$ cat config.mk
export PLATFORM = sky130hd
export DESIGN_NAME = softreset_fill_flat
export DESIGN_NICKNAME = d
export VERILOG_FILES = /design/src/rtl/softreset_fill_pkg.sv /design/src/rtl/softreset_fill_if.sv /design/src/rtl/softreset_fill_beat_ctr.sv /design/src/rtl/softreset_fill.sv /design/src/flat_wrapper.sv
export SDC_FILE = /design/constraint.sdc
export NUM_CORES = 1
export LEC_CHECK = 0
export BUFFER_PORTS_ARGS = -buffer_cell sky130_fd_sc_hd__buf_2
export CAP_MARGIN = 20
export CORE_AREA = 2 2 134 97
export DETAILED_ROUTE_END_ITERATION = 16
export DIE_AREA = 0 0 136 99
export PLACE_DENSITY = 0.73
export SETUP_SLACK_MARGIN = 0.2
export SYNTH_ARGS = -nofsm -noshare
export SYNTH_HDL_FRONTEND = slang
export SYNTH_SLANG_ARGS = --single-unit
$ cat constraint.sdc
create_clock -name clk -period 4.35 [get_ports clk]
set_input_delay 0.6525 -clock clk [delete_from_list [all_inputs] [get_ports clk]]
set_output_delay 0.6525 -clock clk [all_outputs]
set_load 0.03 [all_outputs]
$ cat src/rtl/softreset_fill_pkg.sv
// Shared types and constants for the soft-reset / memory-fill engine.
// Imported by the beat counter and the top-level FSM.
package softreset_pkg;

    typedef enum logic [1:0] {
        IDLE  = 2'd0,
        ISSUE = 2'd1,
        HOLD  = 2'd2,
        DONE  = 2'd3
    } state_e;

    typedef enum logic [1:0] {
        MODE_CONST = 2'd0,
        MODE_INCR  = 2'd1,
        MODE_ADDR  = 2'd2,
        MODE_RSVD  = 2'd3
    } mode_e;

    localparam logic [3:0] DEFAULT_OP_WRITE = 4'h1;

    // The reserved encoding behaves exactly like a constant fill.
    function automatic mode_e decode_mode(input logic [1:0] raw);
        mode_e m;
        m = mode_e'(raw);
        if (m == MODE_RSVD) begin
            m = MODE_CONST;
        end
        return m;
    endfunction

endpackage

$ cat src/rtl/softreset_fill_if.sv
// Command and arbiter-write bundles for the fill engine.
// The engine uses cmd.slave and arb.master.
interface softreset_cmd_if #(
    parameter int ADDR_W = 17,
    parameter int DATA_W = 32
);
    logic              cmd_rts_in;
    logic              cmd_rtr_out;
    logic [ADDR_W-1:0] cmd_base;
    logic [ADDR_W:0]   cmd_len;
    logic [DATA_W-1:0] cmd_data;
    logic [1:0]        cmd_mode;

    modport master (
        output cmd_rts_in, cmd_base, cmd_len, cmd_data, cmd_mode,
        input  cmd_rtr_out
    );

    modport slave (
        input  cmd_rts_in, cmd_base, cmd_len, cmd_data, cmd_mode,
        output cmd_rtr_out
    );
endinterface

interface softreset_arb_if #(
    parameter int ADDR_W = 17,
    parameter int DATA_W = 32,
    parameter int OP_W   = 4
);
    logic              arb_rts_out;
    logic              arb_rtr_in;
    logic [ADDR_W-1:0] arb_addr;
    logic [DATA_W-1:0] arb_wr_data;
    logic [OP_W-1:0]   arb_op;

    modport master (
        output arb_rts_out, arb_addr, arb_wr_data, arb_op,
        input  arb_rtr_in
    );

    modport slave (
        input  arb_rts_out, arb_addr, arb_wr_data, arb_op,
        output arb_rtr_in
    );
endinterface

$ cat src/rtl/softreset_fill_beat_ctr.sv
// Beat counter: tracks remaining beats and produces the registered
// address/data for the current write beat.
module softreset_beat_ctr
    import softreset_pkg::*;
#(
    parameter int ADDR_W = 17,
    parameter int DATA_W = 32
) (
    input  logic              clk,
    input  logic              rst,
    input  logic              load,
    input  logic              advance,
    input  logic [ADDR_W-1:0] base,
    input  logic [ADDR_W:0]   len,
    input  logic [DATA_W-1:0] seed,
    input  logic [1:0]        mode,
    output logic [ADDR_W-1:0] addr,
    output logic [DATA_W-1:0] data,
    output logic              last
);

    logic [ADDR_W-1:0] addr_reg;
    logic [DATA_W-1:0] data_reg;
    logic [DATA_W-1:0] data_next;
    logic [ADDR_W:0]   rem_reg;
    mode_e             mode_reg;
    mode_e             mode_eff;
    logic [ADDR_W-1:0] addr_inc;
    logic [ADDR_W-1:0] addr_src;
    logic [DATA_W-1:0] addr_ext;

    assign addr_inc = addr_reg + ADDR_W'(1);
    assign addr_src = load ? base : addr_inc;
    assign mode_eff = load ? decode_mode(mode) : mode_reg;

    // Address-as-data: zero-extend or truncate the beat address to DATA_W.
    generate
        for (genvar gi = 0; gi < DATA_W; gi++) begin : g_addr_ext
            if (gi < ADDR_W) begin : g_bit
                assign addr_ext[gi] = addr_src[gi];
            end else begin : g_zero
                assign addr_ext[gi] = 1'b0;
            end
        end
    endgenerate

    always_comb begin
        data_next = data_reg;
        if (load) begin
            data_next = (mode_eff == MODE_ADDR) ? addr_ext : seed;
        end else if (advance) begin
            case (mode_eff)
                MODE_INCR: data_next = data_reg + DATA_W'(1);
                MODE_ADDR: data_next = addr_ext;
                default:   data_next = data_reg;
            endcase
        end
    end

    always_ff @(posedge clk) begin
        if (rst) begin
            addr_reg <= '0;
            data_reg <= '0;
            rem_reg  <= '0;
            mode_reg <= MODE_CONST;
        end else if (load) begin
            addr_reg <= base;
            data_reg <= data_next;
            rem_reg  <= len;
            mode_reg <= decode_mode(mode);
        end else if (advance) begin
            addr_reg <= addr_inc;
            data_reg <= data_next;
            rem_reg  <= rem_reg - (ADDR_W+1)'(1);
        end
    end

    assign addr = addr_reg;
    assign data = data_reg;
    assign last = (rem_reg == (ADDR_W+1)'(1));

endmodule

$ cat src/rtl/softreset_fill.sv
// Soft-reset / memory-fill engine: accepts one fill command, issues the
// write beats to the arbiter with sftrst_ held low, then pulses done.
module softreset_fill
    import softreset_pkg::*;
#(
    parameter int              ADDR_W      = 17,
    parameter int              DATA_W      = 32,
    parameter int              OP_W        = 4,
    parameter logic [OP_W-1:0] OP_WRITE    = OP_W'(DEFAULT_OP_WRITE),
    parameter int              HOLD_CYCLES = 4
) (
    input  logic                   clk,
    input  logic                   rst,
    softreset_cmd_if.slave         cmd,
    softreset_arb_if.master        arb,
    output logic                   sftrst_,
    output logic                   done
);

    localparam int HC_W = (HOLD_CYCLES > 1) ? $clog2(HOLD_CYCLES) : 1;
    localparam logic [HC_W-1:0] HOLD_LAST =
        (HOLD_CYCLES > 0) ? HC_W'(HOLD_CYCLES - 1) : '0;
    // Where the block goes once the beats are finished (or skipped).
    localparam state_e AFTER_BEATS = (HOLD_CYCLES == 0) ? DONE : HOLD;

    state_e          state_reg;
    state_e          state_next;
    logic [HC_W-1:0] hold_cnt_reg;
    logic [HC_W-1:0] hold_cnt_next;

    logic              rtr;
    logic              accept;
    logic              beat_done;
    logic [ADDR_W-1:0] ctr_addr;
    logic [DATA_W-1:0] ctr_data;
    logic              ctr_last;

    // Ready is masked by rst so it reads 0 for the whole reset window.
    assign rtr       = (state_reg == IDLE) && !rst;
    assign accept    = cmd.cmd_rts_in && rtr;
    assign beat_done = (state_reg == ISSUE) && arb.arb_rtr_in;

    softreset_beat_ctr #(
        .ADDR_W (ADDR_W),
        .DATA_W (DATA_W)
    ) u_beat_ctr (
        .clk     (clk),
        .rst     (rst),
        .load    (accept),
        .advance (beat_done),
        .base    (cmd.cmd_base),
        .len     (cmd.cmd_len),
        .seed    (cmd.cmd_data),
        .mode    (cmd.cmd_mode),
        .addr    (ctr_addr),
        .data    (ctr_data),
        .last    (ctr_last)
    );

    always_ff @(posedge clk) begin
        if (rst) begin
            state_reg    <= IDLE;
            hold_cnt_reg <= '0;
        end else begin
            state_reg    <= state_next;
            hold_cnt_reg <= hold_cnt_next;
        end
    end

    always_comb begin
        state_next    = state_reg;
        hold_cnt_next = hold_cnt_reg;
        case (state_reg)
            IDLE: begin
                if (accept) begin
                    hold_cnt_next = '0;
                    state_next    = (cmd.cmd_len != '0) ? ISSUE : AFTER_BEATS;
                end
            end
            ISSUE: begin
                if (beat_done && ctr_last) begin
                    hold_cnt_next = '0;
                    state_next    = AFTER_BEATS;
                end
            end
            HOLD: begin
                if (hold_cnt_reg == HOLD_LAST) begin
                    state_next = DONE;
                end else begin
                    hold_cnt_next = hold_cnt_reg + HC_W'(1);
                end
            end
            DONE: begin
                state_next = IDLE;
            end
            default: begin
                state_next = IDLE;
            end
        endcase
    end

    // Outputs are decoded from the state register or come straight from
    // the beat counter registers.
    assign cmd.cmd_rtr_out = rtr;
    assign arb.arb_rts_out = (state_reg == ISSUE);
    assign arb.arb_op      = (state_reg == ISSUE) ? OP_WRITE : '0;
    assign arb.arb_addr    = ctr_addr;
    assign arb.arb_wr_data = ctr_data;
    assign sftrst_         = !((state_reg == ISSUE) || (state_reg == HOLD));
    assign done            = (state_reg == DONE);

endmodule

$ cat src/flat_wrapper.sv
// flat-port wrapper written by rule: the top's interface ports become plain ports
module softreset_fill_flat import softreset_pkg::*;
#(
    parameter int              ADDR_W      = 17,
    parameter int              DATA_W      = 32,
    parameter int              OP_W        = 4,
    parameter logic [OP_W-1:0] OP_WRITE    = OP_W'(DEFAULT_OP_WRITE),
    parameter int              HOLD_CYCLES = 4
)
  (clk, rst, sftrst_, done, cmd_cmd_rts_in, cmd_cmd_base, cmd_cmd_len, cmd_cmd_data, cmd_cmd_mode, cmd_cmd_rtr_out, arb_arb_rts_out, arb_arb_addr, arb_arb_wr_data, arb_arb_op, arb_arb_rtr_in);
  softreset_cmd_if #(.ADDR_W(ADDR_W), .DATA_W(DATA_W)) cmd_i ();
  softreset_arb_if #(.ADDR_W(ADDR_W), .DATA_W(DATA_W), .OP_W(OP_W)) arb_i ();
  input  logic clk;
  input  logic rst;
  output logic sftrst_;
  output logic done;
  input wire logic [$bits(cmd_i.cmd_rts_in)-1:0] cmd_cmd_rts_in;
  input wire logic [$bits(cmd_i.cmd_base)-1:0] cmd_cmd_base;
  input wire logic [$bits(cmd_i.cmd_len)-1:0] cmd_cmd_len;
  input wire logic [$bits(cmd_i.cmd_data)-1:0] cmd_cmd_data;
  input wire logic [$bits(cmd_i.cmd_mode)-1:0] cmd_cmd_mode;
  output wire logic [$bits(cmd_i.cmd_rtr_out)-1:0] cmd_cmd_rtr_out;
  output wire logic [$bits(arb_i.arb_rts_out)-1:0] arb_arb_rts_out;
  output wire logic [$bits(arb_i.arb_addr)-1:0] arb_arb_addr;
  output wire logic [$bits(arb_i.arb_wr_data)-1:0] arb_arb_wr_data;
  output wire logic [$bits(arb_i.arb_op)-1:0] arb_arb_op;
  input wire logic [$bits(arb_i.arb_rtr_in)-1:0] arb_arb_rtr_in;
  assign cmd_i.cmd_rts_in = cmd_cmd_rts_in;
  assign cmd_i.cmd_base = cmd_cmd_base;
  assign cmd_i.cmd_len = cmd_cmd_len;
  assign cmd_i.cmd_data = cmd_cmd_data;
  assign cmd_i.cmd_mode = cmd_cmd_mode;
  assign cmd_cmd_rtr_out = cmd_i.cmd_rtr_out;
  assign arb_arb_rts_out = arb_i.arb_rts_out;
  assign arb_arb_addr = arb_i.arb_addr;
  assign arb_arb_wr_data = arb_i.arb_wr_data;
  assign arb_arb_op = arb_i.arb_op;
  assign arb_i.arb_rtr_in = arb_arb_rtr_in;
  softreset_fill #(.ADDR_W(ADDR_W), .DATA_W(DATA_W), .OP_W(OP_W), .OP_WRITE(OP_WRITE), .HOLD_CYCLES(HOLD_CYCLES)) u_core (.clk(clk), .rst(rst), .cmd(cmd_i), .arb(arb_i), .sftrst_(sftrst_), .done(done));
endmodule
==> flow_results.org <==
** GRT
- Global routing consumed, over all layers together, 22.6% of the routing resources.
- Pin count of the biggest net entering global routing :: 78
- Global routing finished with a remaining overflow of 0.
- Antenna violations before repair :: 0
- Wire length of the first global-routing pass :: 24100 um
- Vias in the first global route :: 4646

** Worst hold path
- In this run the most critical hold path is launched from u_core.hold_cnt_reg[1].
- Depth of the worst hold-timing path :: 2
- Hold worst-path end :: u_core.hold_cnt_reg[1]
- Worst hold path type :: flip-flop to flip-flop

** Power
- Maximum ir drop on the vdd rail :: 0.000247 V
- The analysis attributes to cell leakage a power of 2.23 nW.
- Dividing total power by cell area gives a power density of 495 nW/um2.

** Synthesis
- Fraction of the mapped netlist area in simple logic gates :: 28.3%
- After synthesis, flip-flops and latches occupy 30.6% of the total area.
- The synthesized netlist devotes 3.14% of its cell area to adder and majority cells.
- FFs w/ async S/R, synth :: 0%
- During synthesis, Yosys emitted a total of 0 warnings.
- Summed over all instances, the cell type with the most area after synthesis is sky130_fd_sc_hd__dfxtp_1.
- Top cells by area in the synthesized netlist :: sky130_fd_sc_hd__dfxtp_1 (31%), sky130_fd_sc_hd__xnor2_1 (6.1%), sky130_fd_sc_hd__nor2_1 (5.9%)
- Number of enable-type register cells in the synthesized netlist :: 0
- The top cell type by area accounts for 30.6% of the synthesized area.
- Number of instances in the synthesized netlist :: 632
- By count the netlist is led by sky130_fd_sc_hd__nor2_1 (75), sky130_fd_sc_hd__dfxtp_1 (73), sky130_fd_sc_hd__nand2_1 (71), sky130_fd_sc_hd__a21oi_1 (40), sky130_fd_sc_hd__a211oi_1 (36).
- Synthesized area :: 4780 um2
- The synthesized netlist devotes 23.0% of its cell area to compound gates.
- In the synthesized netlist the dominant register cell turns out to be sky130_fd_sc_hd__dfxtp_1.
- Flip-flop and latch count after synthesis :: 73
- Number of distinct library cell variants in the gate-level netlist after synthesis :: 64
- The portion of synthesized area spent on multiplexers is 1.34%.
- Main combinational cell family by area after synthesis :: simple AND/OR/NAND/NOR gates
- Synthesized area divided by synthesized cell count :: 7.56 um2
- Most used standard cell by instance count after synthesis :: sky130_fd_sc_hd__nor2_1
- After Yosys synthesis, XOR and XNOR cells account for 8.99% of the synthesized area.

** Drt
- For this run, design rule violations remaining after detail routing come to 0.
- Number of vias in the routed layout :: 5143
- Final routed wire length divided by cell count :: 16.9 um
- In the routed layout, each cell is associated on average with a via count of 5.70.
- The detail route stage leaves a number of antenna-violating nets equal to 0.
- Detailed Route WL :: 15300 um
- Total iterations of the first detailed-routing run :: 4
- Number of design-rule violations left by the first detailed-router iteration :: 401

** Clock network
- Setup repair bufs after CTS :: 0
- Clock-pin slew was measured on the worst setup and hold paths at 0.06 ns.
- The number of gates resized after CTS was 0.
- Clk Latency, worst-skew pair :: 0.34 ns
- TritonCTS clock tree :: done
- Num CTS Buffers :: 9
- Counting every sink on the clock net gives 73.
- Clock root buffer master :: sky130_fd_sc_hd__clkbuf_16
- Cts-stage hold buffer count :: 0
- Htree depth :: 3
- Counting along the longest clock path gives a buffer depth of 2.

** STA
- The count of final max-slew check failures came to 0.
- Final hold analysis gives a worst-case slack of 0.471 ns.
- Setup repair after global routing missed its margin :: false
- The number of hold violations in the final report came to 0.
- Maximum achievable frequency :: 281 MHz
- Worst-margin pin slew :: 0.862 ns
- Crit share post-route :: 81.9%
- Setup violations remaining at the end of the flow were counted as 0.
- Setup TNS :: 0 ns
- Shortest period the worst path allows :: 3.56 ns
- Headroom to the max-slew limit came out at 42.6%.
- PnR worst setup slack :: 0.788 ns
- Clk_skew :: 0.00728 ns

** Floorplan
- Initial core utilization :: 39.3%
- # IOs :: 130
- Area enclosed by the die boundary :: 13500 um2
- Die Ht :: 99 um
- Die W :: 136 um
- Core Area :: 12200 um2
- After floorplanning, the core was divided into 34 placement rows.

** Setup path
- Reg-to-Reg Start :: u_core.state_reg[0]
- RR Endpoint :: u_core.u_beat_ctr.data[29]
- At the worst endpoint, the arrival time is 3.79 ns.
- Kind of launch point of the worst setup path :: flip-flop
- Number of cell instances on the worst register-to-register path :: 11
- Type of destination of the critical path :: flip-flop
- FF-to-FF setup slack :: 0.79 ns
- The worst setup path is of the flip-flop to flip-flop kind.
- Data on the critical path is required at its endpoint by 4.58 ns.
- CP Max Fanout :: 15

** Placed design
- The count of buffers added on input and output ports is 126.
- Place WS :: 0.696 ns
- Detailed placement HPWL :: 11000 um
- The congestion estimate from routability-driven global placement came to 0.880.
- Including well taps, the total number of placed cells is 886.

** Outcome
- Run status :: complete, no violations

** Finish
- The register with the most flip-flops in the layout has 32 of them.
- Of the cells placed in the final design, the portion with a size suffix greater than 1 is 21.9%.
- Total inserted antenna cells :: 0
- After the last flow step, the layout net total stands at 820.
- Growth of design area from synthesis to finish :: 22.2%
- The filler cells instantiated in the layout total 1267.
- Number of standard cells in the final layout excluding fillers :: 902

** Flow run
- Max-capacitance violation count :: 0
layer usage:
layer / vias up / wire length, um / GRT usage, %
met2: 244 / 6340 / 32.7
li1: 2522 / - / -
met5: - / 0 / 0
met1: 2355 / 7420 / 34.0
met3: 22 / 1330 / 4.84
met4: 0 / 191 / 5.05
kinds of logic after synthesis:
logic type      after synthesis
fa+ha+maj                    12
other cells                   1
xor+xnor                     49
buf+inv                      54
simple gates                273
flops                        73
mux                           5
compound gates              165
worst max-delay path by stage:
stage / startpoint / endpoint / slack, ns / cells past startpoint
after detailed placement: rst / u_core.u_beat_ctr.data[29] / 0.70 / 10
final: u_core.state_reg[0] / u_core.u_beat_ctr.data[29] / 0.79 / 11
after floorplan: u_core.state_reg[0] / u_core.u_beat_ctr.data[23] / 1.23 / 14
after global placement: rst / u_core.u_beat_ctr.data[29] / 0.78 / 10
after CTS: u_core.state_reg[0] / u_core.u_beat_ctr.data[29] / 0.81 / 11
after global routing: u_core.state_reg[0] / u_core.u_beat_ctr.data[15] / 0.49 / 11
stage by stage:
stage	power, mW	instance area (um2)	util, %
floorplan	1.72	4780	-
global route	3.05	5840	48.0
global placement	2.02	5490	45.2
finish	2.89	5840	48.0
CTS	2.89	5840	48.0
detailed placement	2.02	5490	45.2
critical path: stages (launching register included):
cell and delay (ns):
sky130_fd_sc_hd__dfxtp_1 0.36, sky130_fd_sc_hd__inv_1 0.12, sky130_fd_sc_hd__ha_1 0.22, sky130_fd_sc_hd__nand3b_1 0.43, sky130_fd_sc_hd__nor3b_1 0.34, sky130_fd_sc_hd__a21oi_1 0.10, sky130_fd_sc_hd__ha_1 0.34, sky130_fd_sc_hd__nand3b_1 0.40
sky130_fd_sc_hd__nand2_1 0.51, sky130_fd_sc_hd__buf_4 0.29, sky130_fd_sc_hd__o2bb2ai_1 0.09, sky130_fd_sc_hd__a22o_1 0.25
cell type report:
cell class	instances	area (um2)	area share [%]
clock buffers	10	239	4.09
multi-input cells	507	3100	53.1
inverters	10	37.5	0.643
clock inverters	6	105	1.80
well taps	162	203	3.47
flip-flops and latches	73	1460	25.0
repair buffers	134	691	11.8
where the power goes:
part	internal, mW	switching (mW)
Combinational	0.377	0.660
Clock	0.573	0.289
Sequential	0.800	0.193
cells in the final DEF (no fill, tap or decap), types with 3 or more instances in the layout:
cell type / instances
sky130_fd_sc_hd__or2_2: 3
sky130_fd_sc_hd__buf_2: 126
sky130_fd_sc_hd__a211oi_1: 36
sky130_fd_sc_hd__nor2_1: 75
sky130_fd_sc_hd__a22oi_1: 3
sky130_fd_sc_hd__ha_1: 12
sky130_fd_sc_hd__mux2i_1: 3
sky130_fd_sc_hd__dfxtp_1: 73
sky130_fd_sc_hd__xor2_1: 16
sky130_fd_sc_hd__o211ai_1: 7
sky130_fd_sc_hd__nand4_1: 21
sky130_fd_sc_hd__conb_1: 3
sky130_fd_sc_hd__bufinv_16: 3
sky130_fd_sc_hd__clkinv_2: 3
sky130_fd_sc_hd__nand3_1: 21
sky130_fd_sc_hd__or3_1: 14
sky130_fd_sc_hd__a31oi_1: 4
sky130_fd_sc_hd__clkbuf_16: 9
sky130_fd_sc_hd__o21ai_0: 34
sky130_fd_sc_hd__a311oi_1: 11
sky130_fd_sc_hd__buf_4: 8
sky130_fd_sc_hd__or4_1: 3
sky130_fd_sc_hd__a221oi_1: 3
sky130_fd_sc_hd__a21oi_1: 40
sky130_fd_sc_hd__xnor2_1: 33
sky130_fd_sc_hd__nand3b_1: 3
sky130_fd_sc_hd__and3_1: 6
sky130_fd_sc_hd__nor4_1: 14
sky130_fd_sc_hd__a21o_1: 4
sky130_fd_sc_hd__nand2b_1: 3
sky130_fd_sc_hd__nor3_1: 23
sky130_fd_sc_hd__inv_1: 9
sky130_fd_sc_hd__nand2_1: 71
Power figures use the tool's default switching activity.
